$ cat config.mk
export PLATFORM = sky130hd
export DESIGN_NAME = apb_bridge_mslot
export DESIGN_NICKNAME = d
export VERILOG_FILES = /design/src/rtl/apb_bridge_mslot.sv
export SDC_FILE = /design/constraint.sdc
export NUM_CORES = 1
export LEC_CHECK = 0
export CAP_MARGIN = 0
export CORE_MARGIN = 2
export CORE_UTILIZATION = 50
export CTS_CLUSTER_SIZE = 10
export DETAILED_ROUTE_END_ITERATION = 8
export PLACE_DENSITY = 0.94
export SYNTH_ARGS = -nofsm -noshare
export SYNTH_HDL_FRONTEND = slang
export SYNTH_SLANG_ARGS = --single-unit
$ cat constraint.sdc
create_clock -name PCLK -period 3.18 [get_ports PCLK]
set_clock_uncertainty 0.1 [all_clocks]
set_input_delay 0.636 -clock PCLK [delete_from_list [all_inputs] [get_ports PCLK]]
set_output_delay 0.636 -clock PCLK [all_outputs]
set_load 0.005 [all_outputs]
$ cat src/rtl/apb_bridge_mslot.sv
// apb_bridge_mslot: single-clock APB3 bridge, one upstream master port (_PM)
// to up to 16 downstream slots (_SC). The slot is decoded from
// PADDR_PM[SEL_LSB+3:SEL_LSB]. A slot index >= NUM_SLOTS gets an error
// response and never reaches a slot. Per-bridge transfer and error counters
// saturate at 16'hFFFF.
// Optional feature: define APB2APB_WATCHDOG_EN to end an ACCESS phase with
// an error after TIMEOUT cycles without PREADY_SC.
// TPD is kept only so old instantiations still elaborate. This RTL applies
// no delays.
module apb_bridge_mslot #(
    parameter int ADDR_WIDTH = 32,
    parameter int DATA_WIDTH = 32,
    parameter int NUM_SLOTS  = 16,
    parameter int SEL_LSB    = 24,
    parameter int TIMEOUT    = 255,
    parameter int TPD        = 1
) (
    input  logic                  PCLK,
    input  logic                  PRESET,
    input  logic                  PSEL_PM,
    input  logic [ADDR_WIDTH-1:0] PADDR_PM,
    input  logic                  PWRITE_PM,
    input  logic                  PENABLE_PM,
    input  logic [DATA_WIDTH-1:0] PWDATA_PM,
    output logic [DATA_WIDTH-1:0] PRDATA_PM,
    output logic                  PREADY_PM,
    output logic                  PSLVERR_PM,
    output logic [NUM_SLOTS-1:0]  PSEL_SC,
    output logic [ADDR_WIDTH-1:0] PADDR_SC,
    output logic                  PWRITE_SC,
    output logic                  PENABLE_SC,
    output logic [DATA_WIDTH-1:0] PWDATA_SC,
    input  logic [DATA_WIDTH-1:0] PRDATA_SC,
    input  logic                  PREADY_SC,
    input  logic                  PSLVERR_SC,
    output logic [15:0]           XFER_CNT,
    output logic [15:0]           ERR_CNT
);

    // An illegal parameter set elaborates this marker block. Legal sets never do.
    if (SEL_LSB + 3 >= ADDR_WIDTH || NUM_SLOTS < 1 || NUM_SLOTS > 16 ||
        TIMEOUT < 1 || TIMEOUT > 65535 || TPD < 0) begin : g_bad_cfg
        logic cfg_illegal;
    end

    typedef enum logic [1:0] {IDLE, SETUP, ACCESS, RESP} state_t;

    state_t                 state_q;
    logic                   busy_q;     // current PM access phase already taken
    logic                   start_q;    // access captured, decode on next edge
    logic [3:0]             idx_q;
    logic [ADDR_WIDTH-1:0]  addr_l;
    logic [DATA_WIDTH-1:0]  wdata_l;
    logic                   write_l;
    logic                   mapped;

    logic [NUM_SLOTS-1:0]   psel_q;
    logic                   penable_q;
    logic [ADDR_WIDTH-1:0]  paddr_q;
    logic [DATA_WIDTH-1:0]  pwdata_q;
    logic                   pwrite_q;
    logic                   pready_q;
    logic                   pslverr_q;
    logic [DATA_WIDTH-1:0]  prdata_q;
    logic [15:0]            xfer_q;
    logic [15:0]            err_q;
`ifdef APB2APB_WATCHDOG_EN
    logic [15:0]            wd_cnt;
`endif

    assign mapped = ({1'b0, idx_q} < 5'(NUM_SLOTS));

    assign PSEL_SC    = psel_q;
    assign PENABLE_SC = penable_q;
    assign PADDR_SC   = paddr_q;
    assign PWDATA_SC  = pwdata_q;
    assign PWRITE_SC  = pwrite_q;
    assign PREADY_PM  = pready_q;
    assign PSLVERR_PM = pslverr_q;
    assign PRDATA_PM  = prdata_q;
    assign XFER_CNT   = xfer_q;
    assign ERR_CNT    = err_q;

    function automatic logic [15:0] sat_inc(input logic [15:0] c, input logic en);
        return (en && c != 16'hFFFF) ? c + 16'd1 : c;
    endfunction

    // Bridge FSM. All outputs are registered and change with the state.
    always_ff @(posedge PCLK) begin
        if (PRESET) begin
            state_q   <= IDLE;
            busy_q    <= 1'b0;
            start_q   <= 1'b0;
            idx_q     <= '0;
            addr_l    <= '0;
            wdata_l   <= '0;
            write_l   <= 1'b0;
            psel_q    <= '0;
            penable_q <= 1'b0;
            paddr_q   <= '0;
            pwdata_q  <= '0;
            pwrite_q  <= 1'b0;
            pready_q  <= 1'b0;
            pslverr_q <= 1'b0;
            prdata_q  <= '0;
            xfer_q    <= '0;
            err_q     <= '0;
`ifdef APB2APB_WATCHDOG_EN
            wd_cnt    <= '0;
`endif
        end else begin
            case (state_q)
                IDLE: begin
                    if (!start_q && !busy_q && PSEL_PM && PENABLE_PM) begin
                        addr_l  <= PADDR_PM;
                        wdata_l <= PWDATA_PM;
                        write_l <= PWRITE_PM;
                        idx_q   <= PADDR_PM[SEL_LSB+3:SEL_LSB];
                        busy_q  <= 1'b1;
                        start_q <= 1'b1;
                    end else if (!start_q && !PENABLE_PM) begin
                        busy_q  <= 1'b0;
                    end
                    if (start_q) begin
                        start_q <= 1'b0;
                        if (mapped) begin
                            state_q  <= SETUP;
                            psel_q   <= NUM_SLOTS'(1) << idx_q;
                            paddr_q  <= addr_l;
                            pwdata_q <= wdata_l;
                            pwrite_q <= write_l;
                        end else begin
                            // unmapped slot: answer locally with an error
                            state_q   <= RESP;
                            pready_q  <= 1'b1;
                            pslverr_q <= 1'b1;
                            prdata_q  <= '0;
                            xfer_q    <= sat_inc(xfer_q, 1'b1);
                            err_q     <= sat_inc(err_q, 1'b1);
                        end
                    end
                end
                SETUP: begin
                    penable_q <= 1'b1;
                    state_q   <= ACCESS;
`ifdef APB2APB_WATCHDOG_EN
                    wd_cnt    <= '0;
`endif
                end
                ACCESS: begin
                    if (PREADY_SC) begin
                        psel_q    <= '0;
                        penable_q <= 1'b0;
                        pready_q  <= 1'b1;
                        pslverr_q <= PSLVERR_SC;
                        prdata_q  <= pwrite_q ? '0 : PRDATA_SC;
                        xfer_q    <= sat_inc(xfer_q, 1'b1);
                        err_q     <= sat_inc(err_q, PSLVERR_SC);
                        state_q   <= RESP;
                    end
`ifdef APB2APB_WATCHDOG_EN
                    else if (wd_cnt == 16'(TIMEOUT - 1)) begin
                        // the slot has been stalled for TIMEOUT cycles: abandon it
                        psel_q    <= '0;
                        penable_q <= 1'b0;
                        pready_q  <= 1'b1;
                        pslverr_q <= 1'b1;
                        prdata_q  <= '0;
                        xfer_q    <= sat_inc(xfer_q, 1'b1);
                        err_q     <= sat_inc(err_q, 1'b1);
                        state_q   <= RESP;
                    end else begin
                        wd_cnt    <= wd_cnt + 16'd1;
                    end
`endif
                end
                RESP: begin
                    pready_q  <= 1'b0;
                    pslverr_q <= 1'b0;
                    prdata_q  <= '0;
                    paddr_q   <= '0;
                    pwdata_q  <= '0;
                    pwrite_q  <= 1'b0;
                    state_q   <= IDLE;
                end
                default: state_q <= IDLE;
            endcase
        end
    end

endmodule
-- Word level (Yosys, flattened, before mapping)
Index checks and enable logic that the tools add are counted.
W data, S select, Z words.
- memories: 0
- latch bits: 0
- RAM bits: 0
- memory bits (read-only): 0
- flip-flop bits (word level): 221
- output and inout port bits: 148
- equal/unequal tests: 7
- add/sub/neg operators: 2
- shift-type cells: 1
- reduce and logical (&&, ||, !) cells: 23
- divide/modulo/power cells: 0
- multiply operators: 0
- bitwise operators: 0
- order comparisons: 0
- multiplexer cells: 25
- operators by type and width (kind ; number):
    $pmux W32 S2 ; 3
    $mux W32 ; 4
    $add A16 B1 Y16 const B ; 2
    $mux W16 ; 2
    $ne A16 B16 Y1 const B ; 2
    $pmux W16 S2 ; 1
    $shl A1 B4 Y16 const A ; 1
    $reduce_and A2 Y1 ; 6
    $reduce_bool A2 Y1 ; 5
    $reduce_and A3 Y1 ; 3
    $mux W1 ; 8
    $pmux W1 S2 ; 4
    $pmux W2 S4 ; 1
    $logic_and A1 B1 Y1 ; 5
    $eq A2 B2 Y1 const B ; 2
    $mux W2 ; 2
    $ne A2 B2 Y1 const B ; 2
    $logic_not A1 Y1 ; 3
    $eq A2 B1 Y1 const B ; 1
    $logic_not A2 Y1 ; 1

-- Longest topological paths before layout
Gate-level depths: netlist (run 1).
- depth after elaboration: 6
- mapped depth: 9
- gate-level depth less buffers: 7

-- Worst setup path after synthesis (run 1)
OpenSTA, ideal clock, no wires.
- path kind: reg2reg
- start point: register err_q[0] (netlist: ERR_CNT[0])
- end point: register err_q[7] (netlist: ERR_CNT[7])
- setup time: 121 ps
- clock period less this slack: 2053 ps
- arrival time: 1832 ps
- cell stages (with the launch flop): 9
- buffers on the path: 2
- slack: 1127 ps
- path through: dfxtp_1 -> ha_1 -> and3_1 -> buf_6 -> and3_4 -> buf_6 -> a21boi_4 -> and4_4 -> mux2_4
- longest elaborated chain between the ends: 3
- ends and longest elaborated chain (item ; line ; source):
    start, declared ; 66 ; logic [15:0] err_q;
    start signal, assigned ; 139 ; err_q <= sat_inc(err_q, 1'b1);
    start signal, assigned ; 158 ; err_q <= sat_inc(err_q, PSLVERR_SC);
    parallel branches: the longest is 3 deep, another holds $add A16 B1 Y16 ; -- ;
Parallel ways; which one is timed is not known.
A chain may end at the register's enable or synchronous reset.

-- Worst setup path after layout (run 1)
- start point: register state_q[0]
- end point: register wdata_l[27]
- longest elaborated chain between the ends: 2
- ends and longest elaborated chain (item ; line ; source):
    start, declared ; 48 ; state_t state_q;
    start signal, assigned ; 91 ; state_q <= IDLE;
    start signal, assigned ; 127 ; state_q <= SETUP;
    start signal, assigned ; 134 ; state_q <= RESP;
    $logic_not A2 Y1 ; 112 ; case (state_q)
    $reduce_and A2 Y1 (no source line) ; -- ;
    end signal, assigned ; 96 ; wdata_l <= '0;
    end signal, assigned ; 116 ; wdata_l <= PWDATA_PM;
    end, declared ; 53 ; logic [DATA_WIDTH-1:0] wdata_l;
No other way between the ends.

==> results of run 1 <==
layer usage:
layer / up-vias / part of all wire, % / global-route usage (%)
li1: 3790 / - / -
met1: 3682 / 40 / 30.5
met2: 358 / 49 / 43.6
met3: 40 / 8.4 / 6.13
met4: 0 / 2.0 / 5.79
met5: - / 0 / 0
through the flow:
step	setup WS, ps	util (%)	area, sq um	hold slack (ps)
2_1_floorplan	1130	-	8380	332
3_3_place_gp	733	66.7	11000	337
3_5_place_dp	683	66.7	11000	342
4_1_cts	756	70.6	11600	350
5_1_grt	626	70.6	11600	363
6_report	810	70.6	11600	348
cells by family after synthesis:
family | after synthesis
DFF | 217
AOI/OAI and AO/OA | 222
xor gates and xnor gates | 14
adders and majority gates | 7
buffers and inverters | 86
and+or+nand+nor | 444
muxes | 6
placed cells by master, fill, tap and decap left out, types with 2 or more instances in the layout:
cell and n:
nand2_1 147, a31oi_1 6, inv_1 6, o31ai_1 2, nor3b_1 66, buf_12 5
nor2_1 147, nor4_1 9, nor2b_1 3, or4_1 2, mux2i_1 4, a211oi_1 4
o21ai_0 2, ha_1 6, and3_1 9, buf_4 6, a21oi_1 166, o21bai_1 2
xnor2_1 12, nor3_2 2, and4_1 3, nand4_1 4, clkdlybuf4s50_1 249, nor3_1 17
a22oi_1 32, xor2_1 2, or2_2 2, clkbuf_1 3, clkbuf_16 25, and2_1 3
nand2b_1 6, nand3b_1 2, nand3_1 12, dfxtp_1 217, or3_1 3
final timing paths:
kind                from          end  cells past startpoint
min reg2reg  wdata_l[23]  wdata_l[23]                      2
max           state_q[0]  wdata_l[27]                      7
min          wdata_l[23]  wdata_l[23]                      2
max reg2reg   state_q[0]  wdata_l[27]                      7
tightest hold or removal path, delay by kind of cell (launching register included):
kind | cells | cell delay, ps
AO/OA/AOI/OAI | 1 | 50
flip-flops | 1 | 300
AND/OR/NAND/NOR | 1 | 50
report_power, final:
group	switching [uW]	leakage (uW)	internal, uW
sequential	109	0.00175	2900
combinational	741	0.00194	527
clock	978	0.000312	1390
cell type report:
class                      instances  area (sq um)  share of cell area (%)
tap                              220           275                    2.37
clock buffer                      28           637                    5.48
multi-input combinational        693          3690                    31.8
sequential                       217          4340                    37.4
timing repair buffer             261          2650                    22.8
inverter                           6          22.5                   0.194
state kept, by name, indices dropped and copies added (netlist names), 16 cells and up:
name / cells
PADDR_SC: 32
PSEL_SC: 16
XFER_CNT: 16
PWDATA_SC: 32
wdata_l: 32
addr_l: 29
PRDATA_PM: 32
ERR_CNT: 16
==> results.toml, run 1 <==
[finish]
finalNonFillerCells = 1425
nets = 1314
drive_gt1_share_pct = 4.32
final.fill_count = 1199
antenna_cells = 0
area_delta_synth_final_pct = 38.7

[synth]
async_reset_ff_share_pct = 0
seq_area_frac_synth_pct = 51.8
yosysMostFrequentCell = "dfxtp_1"
synth_cell_types = 51
synth_area_leaders = "dfxtp_1 52%, a21oi_1 9.9%, nand2_1 6.6%"
syn_area_sq_um = 8380
muxShareOfSynthArea_pct = 0.776
synthTopCellsByCount = "217 x dfxtp_1, 166 x a21oi_1, 147 x nand2_1, 147 x nor2_1, 66 x nor3b_1"
ys.flop_type = "dfxtp_1"
synth_top_area_share_pct = 51.8
synth_edf_count = 0
synthAdderAreaFrac_pct = 1.05
synth_area_per_cell_sq_um = 8.41
synth_xor_xnor_area_share_pct = 1.46
syn_inst = 996
synth_top_family_by_area = "simple AND/OR/NAND/NOR gates"
synthSimpleGateAreaFrac_pct = 25.5
syn_nets = 1106
yosysWarnings = 0
ys_ff_latch = 217
synth_compound_area_share_pct = 15.0
yosys.area.top_type = "dfxtp_1"

[global_route]
grt_max_degree = 125
gr-total-overflow = 0
antenna_found_initial = 0
grt_usage_pct = 24.7
grt_pass1_vias = 7443
grt_pass1_wl_um = 36900

[sta]
fin_crit_ps = 2370
relSlewSlack_pct = 49.4
tightest_slew_ps = 758
setup_viol = 0
fin_tns_setup_ps = 0
fin_crit_sh_pct = 74.5
finalMaxSlewViolations = 0
rsz0062_at_grt = "false"
final-hold-violation-count = 0
max_freq_mhz = 422

[route]
drt_pass1_iterations = 5
drt-initial-drc-count = 635
drc_errors = 0
antenna_left = 0
avgViaCountPerCell = 5.52
drt_wl_total_um = 23000
vias = 7870
wl_per_cell_um = 16.1

[worst_setup_path]
crit_required_ps = 3480
worstSetupEndpointType = "flip-flop"
critPathArrivalTime_ps = 2670
crit_path_max_fanout = 50
critPathBufInv = 2
critical_path_class = "reg -> reg"
cpPeakStageDelay_ps = 510
cp_top_family = "simple AND/OR/NAND/NOR gates"
start_kind = "flip-flop"
slowest_stage = "and4b_2"
ff2ff_setup_slack_ps = 810
crit_chain = "inv_1 -> ha_1 -> nor2b_1 -> and4b_2 -> buf_12 -> nand2_1 -> a21oi_1"

[power]
power.density_nw_per_um2 = 572
leakagePower_uw = 0.00400
finalPower_uw = 6640
ir_drop_mv = 0.416

[die]
die-area_sq_um = 17800
core-area_sq_um = 16500
fp-row-count = 47
start_util_pct = 50.9
die_h_um = 133
io_pins = 251
die_w_um = 133

[clock_network]
clk_pin_slew_worst_paths_ps = 50
clk_path_buf_depth = 3
cts_hold_buf = 0
htreeDepth = 1
cts_buffers = 25
cts_root_buf = "clkbuf_16"
clk_latency_ps = 490
post_cts_buffers = 0
clock_sinks = 217
cts_tree = "yes"
cts_resized = 0

[min_path]
hold_path_class = "reg -> reg"

[placement]
place.gp.congestion = 0.855
portBuffers = 250
place_hpwl_um = 15100
dp_cells = 1397

[status]
outcome = "completed"

[flow_run]
cap_violations = 0
No activity file was read; power rests on OpenSTA's default activity.
==> inputs of run 2 (changes only) <==
--- a/config.mk
+++ b/config.mk
@@ -7,10 +7,10 @@
 export LEC_CHECK = 0
 export CAP_MARGIN = 0
 export CORE_MARGIN = 2
-export CORE_UTILIZATION = 50
+export CORE_UTILIZATION = 43
 export CTS_CLUSTER_SIZE = 10
 export DETAILED_ROUTE_END_ITERATION = 8
-export PLACE_DENSITY = 0.94
+export PLACE_DENSITY = 0.87
 export SYNTH_ARGS = -nofsm -noshare
 export SYNTH_HDL_FRONTEND = slang
 export SYNTH_SLANG_ARGS = --single-unit
==> constraint.sdc (replaced) <==
create_clock -name PCLK -period 2 [get_ports PCLK]
set_clock_uncertainty 0.1 [all_clocks]
set_input_delay 0.4 -clock PCLK [delete_from_list [all_inputs] [get_ports PCLK]]
set_output_delay 0.4 -clock PCLK [all_outputs]
set_load 0.005 [all_outputs]
==> run 2 against run 1 <==
Worst setup slack got worse by 780 ps. Die area rose by 16%. Cell area rose by 5.1%. Count of clock-buffer cells in the layout did not move. Sequential share of layout area fell by 1.6 points. Clock power rose by 62%. Critical path type is now reg -> out. Largest cell class unchanged.
==> results.toml, run 2 (synthesized netlist as in run 1, its figures left out) <==
[global_route]
gr-total-overflow = 0
grt_pass1_vias = 7578
grt_pass1_wl_um = 37400
grt_usage_pct = 22.2
antenna_found_initial = 3
grt_max_degree = 67

[die]
die_w_um = 144
start_util_pct = 43.5
core-area_sq_um = 19300
io_pins = 251
die-area_sq_um = 20600
fp-row-count = 51
die_h_um = 144

[route]
wl_per_cell_um = 16.2
antenna_left = 0
drt_wl_total_um = 24400
avgViaCountPerCell = 5.29
vias = 7972
drt-initial-drc-count = 419
drt_pass1_iterations = 5
drc_errors = 0

[sta]
rsz0062_at_grt = "false"
relSlewSlack_pct = 66.1
finalMaxSlewViolations = 0
hold_ws_ps = 165
fin_crit_sh_pct = 98.6
tightest_slew_ps = 508
final-hold-violation-count = 0
max_freq_mhz = 507
setup_viol = 0
fin_crit_ps = 1970

[min_path]
min_from = "PRESET"
hold_path_class = "in -> reg"

[worst_setup_path]
timing.rr.start = "state_q[0]"
critPathArrivalTime_ps = 1470
crit_chain = "clkdlybuf4s50_1"
worstSetupEndpointType = "output pin"
start_kind = "flip-flop"
cpPeakStageDelay_ps = 540
critical_path_class = "reg -> out"
cp_top_family = "buffers and inverters"
slowest_stage = "clkdlybuf4s50_1"
critPathBufInv = 1
startpoint = "XFER_CNT[5]"
crit_path_max_fanout = 6
crit_required_ps = 1500

[power]
power.density_nw_per_um2 = 918
switching_share_pct = 28.1
seqPwrFrac_pct = 42.8
ir_drop_mv = 0.673
p_int_uw = 8060
p_clk_share_pct = 34.2
p_switching_uw = 3150
leakagePower_uw = 0.00426
pwr-share-comb_pct = 23.0

[finish]
final.fill_count = 1549
mostFrequentLayoutCell = "clkdlybuf4s50_1"
area_delta_synth_final_pct = 45.8
multi_input_area_sq_um = 3750
nets = 1349
regArea_sq_um = 4370
drive_gt1_share_pct = 9.27
finalNonFillerCells = 1508
final_cell_mix = "248 x clkdlybuf4s50_1, 200 x dfxtp_1, 166 x a21oi_1, 147 x nand2_1, 147 x nor2_1"

[clock_network]
htreeDepth = 1
cts_root_buf = "clkbuf_16"
cts_tree = "yes"
cts_buffers = 25
cts_hold_buf = 0
clock_sinks = 217
clk_pin_slew_worst_paths_ps = 60
clk_path_buf_depth = 3
clk_latency_ps = 510

[status]
outcome = "completed"

[placement]
portBuffers = 250
place_hpwl_um = 15100
dp_cells = 1471
place.gp.congestion = 0.852

[flow_run]
cap_violations = 0
## run 2: power by group through the flow
stage | registers [uW] | logic (uW) | clock network, uW
2_1_floorplan | 4830 | 1220 | 0
3_3_place_gp | 4860 | 2240 | 0
3_5_place_dp | 4870 | 2290 | 0
4_1_cts | 4780 | 2360 | 3920
5_1_grt | 4830 | 2800 | 4080
6_report | 4800 | 2580 | 3830
## run 2: routing by layer
| metal | global-route usage (%) | up-vias | routed length (um) |
|---|---|---|---|
| met1 | 27.3 | 3708 | 9930 |
| met3 | 5.43 | 52 | 2040 |
| li1 | - | 3861 | - |
| met2 | 37.8 | 351 | 11700 |
| met5 | 0 | - | 0 |
| met4 | 7.59 | 0 | 677 |
## run 2: repair_timing
item	CTS	global route
setup endpoints to repair	42	103
cloned	1	3
pin swaps	0	2
resized for setup	9	24
setup buffers	0	2
## run 2: final cells by class
type,count,share of cell area (%)
Sequential cell,217,35.7
Multi-Input combinational cell,693,30.7
Timing Repair Buffer,296,25.4
Clock buffer,28,5.21
Tap cell,265,2.71
Inverter,6,0.184
Antenna cell,3,0.0615
## run 2: worst paths after layout
path / slack [ps] / cells after the start / to
worst min register to register: 350 / 2 / addr_l[29]
worst max-delay path: 30 / 1 / XFER_CNT[5]
worst max register to register: 140 / 9 / PSEL_SC[12]
worst min-delay path: 160 / 2 / ERR_CNT[14]
## run 2: per-stage QoR
stage / instance area, sq um / TNS, ps / setup slack [ps] / total power (uW) / util [%]
after floorplan: 8380 / 0 / 18.5 / 6050 / -
after global placement: 11400 / -376 / -121 / 7100 / 59.1
after detailed placement: 11400 / -1610 / -175 / 7160 / 59.1
after CTS: 12100 / 0 / 0.162 / 11100 / 62.6
after global routing: 12200 / 0 / 1.69 / 11700 / 63.4
final: 12200 / 0 / 28.8 / 11200 / 63.4
==> edit, RTL diff (flow settings as in run 1) <==
Add a define of `APB2APB_WATCHDOG_EN`.
--- a/src/rtl/apb_bridge_mslot.sv
+++ b/src/rtl/apb_bridge_mslot.sv
@@ -8,4 +8,6 @@
 // TPD is kept only so old instantiations still elaborate. This RTL applies
 // no delays.
+`define APB2APB_WATCHDOG_EN
+
 module apb_bridge_mslot #(
     parameter int ADDR_WIDTH = 32,
Formal check against the unedited RTL: same outputs for any inputs over 4 cycles, from zero or initial values and one cycle with PRESET high; that may be too few to reach the edited logic, so the function may still have changed.
==> edit against run 1 <==
- sequential cell count rose by 16
- design area is 7.9% higher
- count of clock-buffer cells in the layout up 2
- critical path depth stayed put
- worst setup slack got worse by 0.49 ns
- global-route usage decreased by 0.14 points
- wire length is 9.0% higher
- non-clock buffer count increased by 2
- synthesized area grew 9.5%
- utilization shrank 0.79 points
- power increased by 6.2%
- largest cell class unchanged
==> edit: results <==
[run_status]
status = completed

[layout]
num-fill-cells = 1367
final_layout_size_suffix_gt1_frac = 0.0396
final_net_count = 1396

[placed_design]
place_hpwl_um = 16200
finalWeightedCongestion = 0.915
port-buffer-count = 250

[route]
avgRoutedWirePerCell_um = 16.5
num_vias = 8710
total_routed_wire_length_on_the_met1_layer_um = 10100
total_met3_wirelength_after_detailed_routing_um = 2230
drt_first_pass_iters = 5
routed-wl-met2_um = 12100
initialDrtViolationCount = 627
top_layer = met4

[clocking]
cts.path.max_buffers = 3
number_of_buffers_created_by_cts = 27
cts-resized-gates = 0
cts.repair_timing.setup_buffer_count = 0
cts_max_level = 1
insertion_delay_ns = 0.53
clkSlewWorstSetupHoldPaths_ns = 0.06
clock_tree.root_cell = sky130_fd_sc_hd__clkbuf_16

[power]
vdd.ir_drop.worst_uv = 527
static-leakage-power_nw = 4.20

[yosys]
synth_top_cell_area_share = 0.508
syn_nets = 1187
synth.top_cells.by_area = sky130_fd_sc_hd__dfxtp_1 51%, sky130_fd_sc_hd__a21oi_1 10%, sky130_fd_sc_hd__nand2_1 7.3%
netlist_top_cells_count = 233 x sky130_fd_sc_hd__dfxtp_1, 184 x sky130_fd_sc_hd__a21oi_1, 178 x sky130_fd_sc_hd__nand2_1
asyncSetResetFlopFracSynth = 0
synthesis.yosys.warnings = 0
postSynth.topFlopCell = sky130_fd_sc_hd__dfxtp_1
sequential_to_total_area_share_from_yosys_stat = 0.508
synth_cell_type_count = 53

[timing]
timing.final.max_slew_violations = 0
max_slew_margin = 0.132

[setup_path]
critical_path.max_fanout = 32
arrival_ns = 3.21

[global_route]
grt_max_degree = 164
grt_pass1_wl_um = 40800
grt_antenna_before_repair = 1
grt_pass1_vias = 8288
global_route.usage.total = 0.246
gr-total-overflow = 0

[min_path]
min_path_type = flip-flop to flip-flop
==> edit: per-layer routing <==
metal / vias to the layer above / track usage
li1: 4217 / -
met1: 4087 / 0.301
met2: 354 / 0.425
met3: 52 / 0.0692
met4: 0 / 0.0696
met5: - / 0
==> edit: logic make-up (layout without fill, tap and decap cells) <==
logic type                 after synthesis  after routing  synth area share
DFF                                    233            233             0.508
muxes                                    3              3           0.00327
AOI/OAI and AO/OA                      283            283             0.182
and+or+nand+nor                        453            453             0.251
xor gates and xnor gates                 2              2           0.00191
buffers and inverters                   96            308            0.0443
adders and majority gates                7              7           0.00954
other                                    0              1                 0
==> edit: cell type report <==
cell class | count | area (um^2) | share of cell area
inverters | 13 | 48.8 | 0.00389
multi-input cells | 748 | 4130 | 0.330
flip-flops and latches | 233 | 4660 | 0.372
well taps | 229 | 287 | 0.0229
repair buffers | 263 | 2680 | 0.213
clock inverters | 2 | 38.8 | 0.00309
diodes | 1 | 2.50 | 0.000200
clock buffers | 30 | 687 | 0.0548
==> edit: through the flow <==
stage               worst slack [ns]  total power, mW  instances  instance area (um^2)
finish                         0.322             7.05       1519                 12500
CTS                            0.353             7.10       1518                 12500
floorplan                       1.12             3.93       1077                  9180
detailed placement             0.149             4.41       1486                 11800
global placement               0.219             4.38       1486                 11800
global route                   0.102             7.34       1519                 12500
==> edit: critical path, cell delays in order, from the launching register on <==
cell and delay (ns):
sky130_fd_sc_hd__dfxtp_1 0.39, sky130_fd_sc_hd__inv_1 0.06, sky130_fd_sc_hd__ha_1 0.18, sky130_fd_sc_hd__and3b_1 0.16, sky130_fd_sc_hd__and4_1 0.35, sky130_fd_sc_hd__o22a_1 0.26
sky130_fd_sc_hd__nor2_2 0.97, sky130_fd_sc_hd__a22o_1 0.31
==> edit: worst paths after layout <==
| path | startpoint | endpoint | slack, ns | cells after the start |
|---|---|---|---|---|
| max reg2reg | wd_cnt[0] | PRDATA_PM[12] | 0.32 | 7 |
| min reg2reg | addr_l[29] | addr_l[29] | 0.35 | 2 |
| max | wd_cnt[0] | PRDATA_PM[12] | 0.32 | 7 |
| min | addr_l[29] | addr_l[29] | 0.35 | 2 |
==> edit: power breakdown <==
group	internal, mW	total, mW	leakage [nW]	switching, mW
Clock	1.58	2.69	0.355	1.11
Combinational	0.478	1.18	1.97	0.698
Sequential	3.09	3.19	1.88	0.0968
Total	5.15	7.05	4.20	1.90
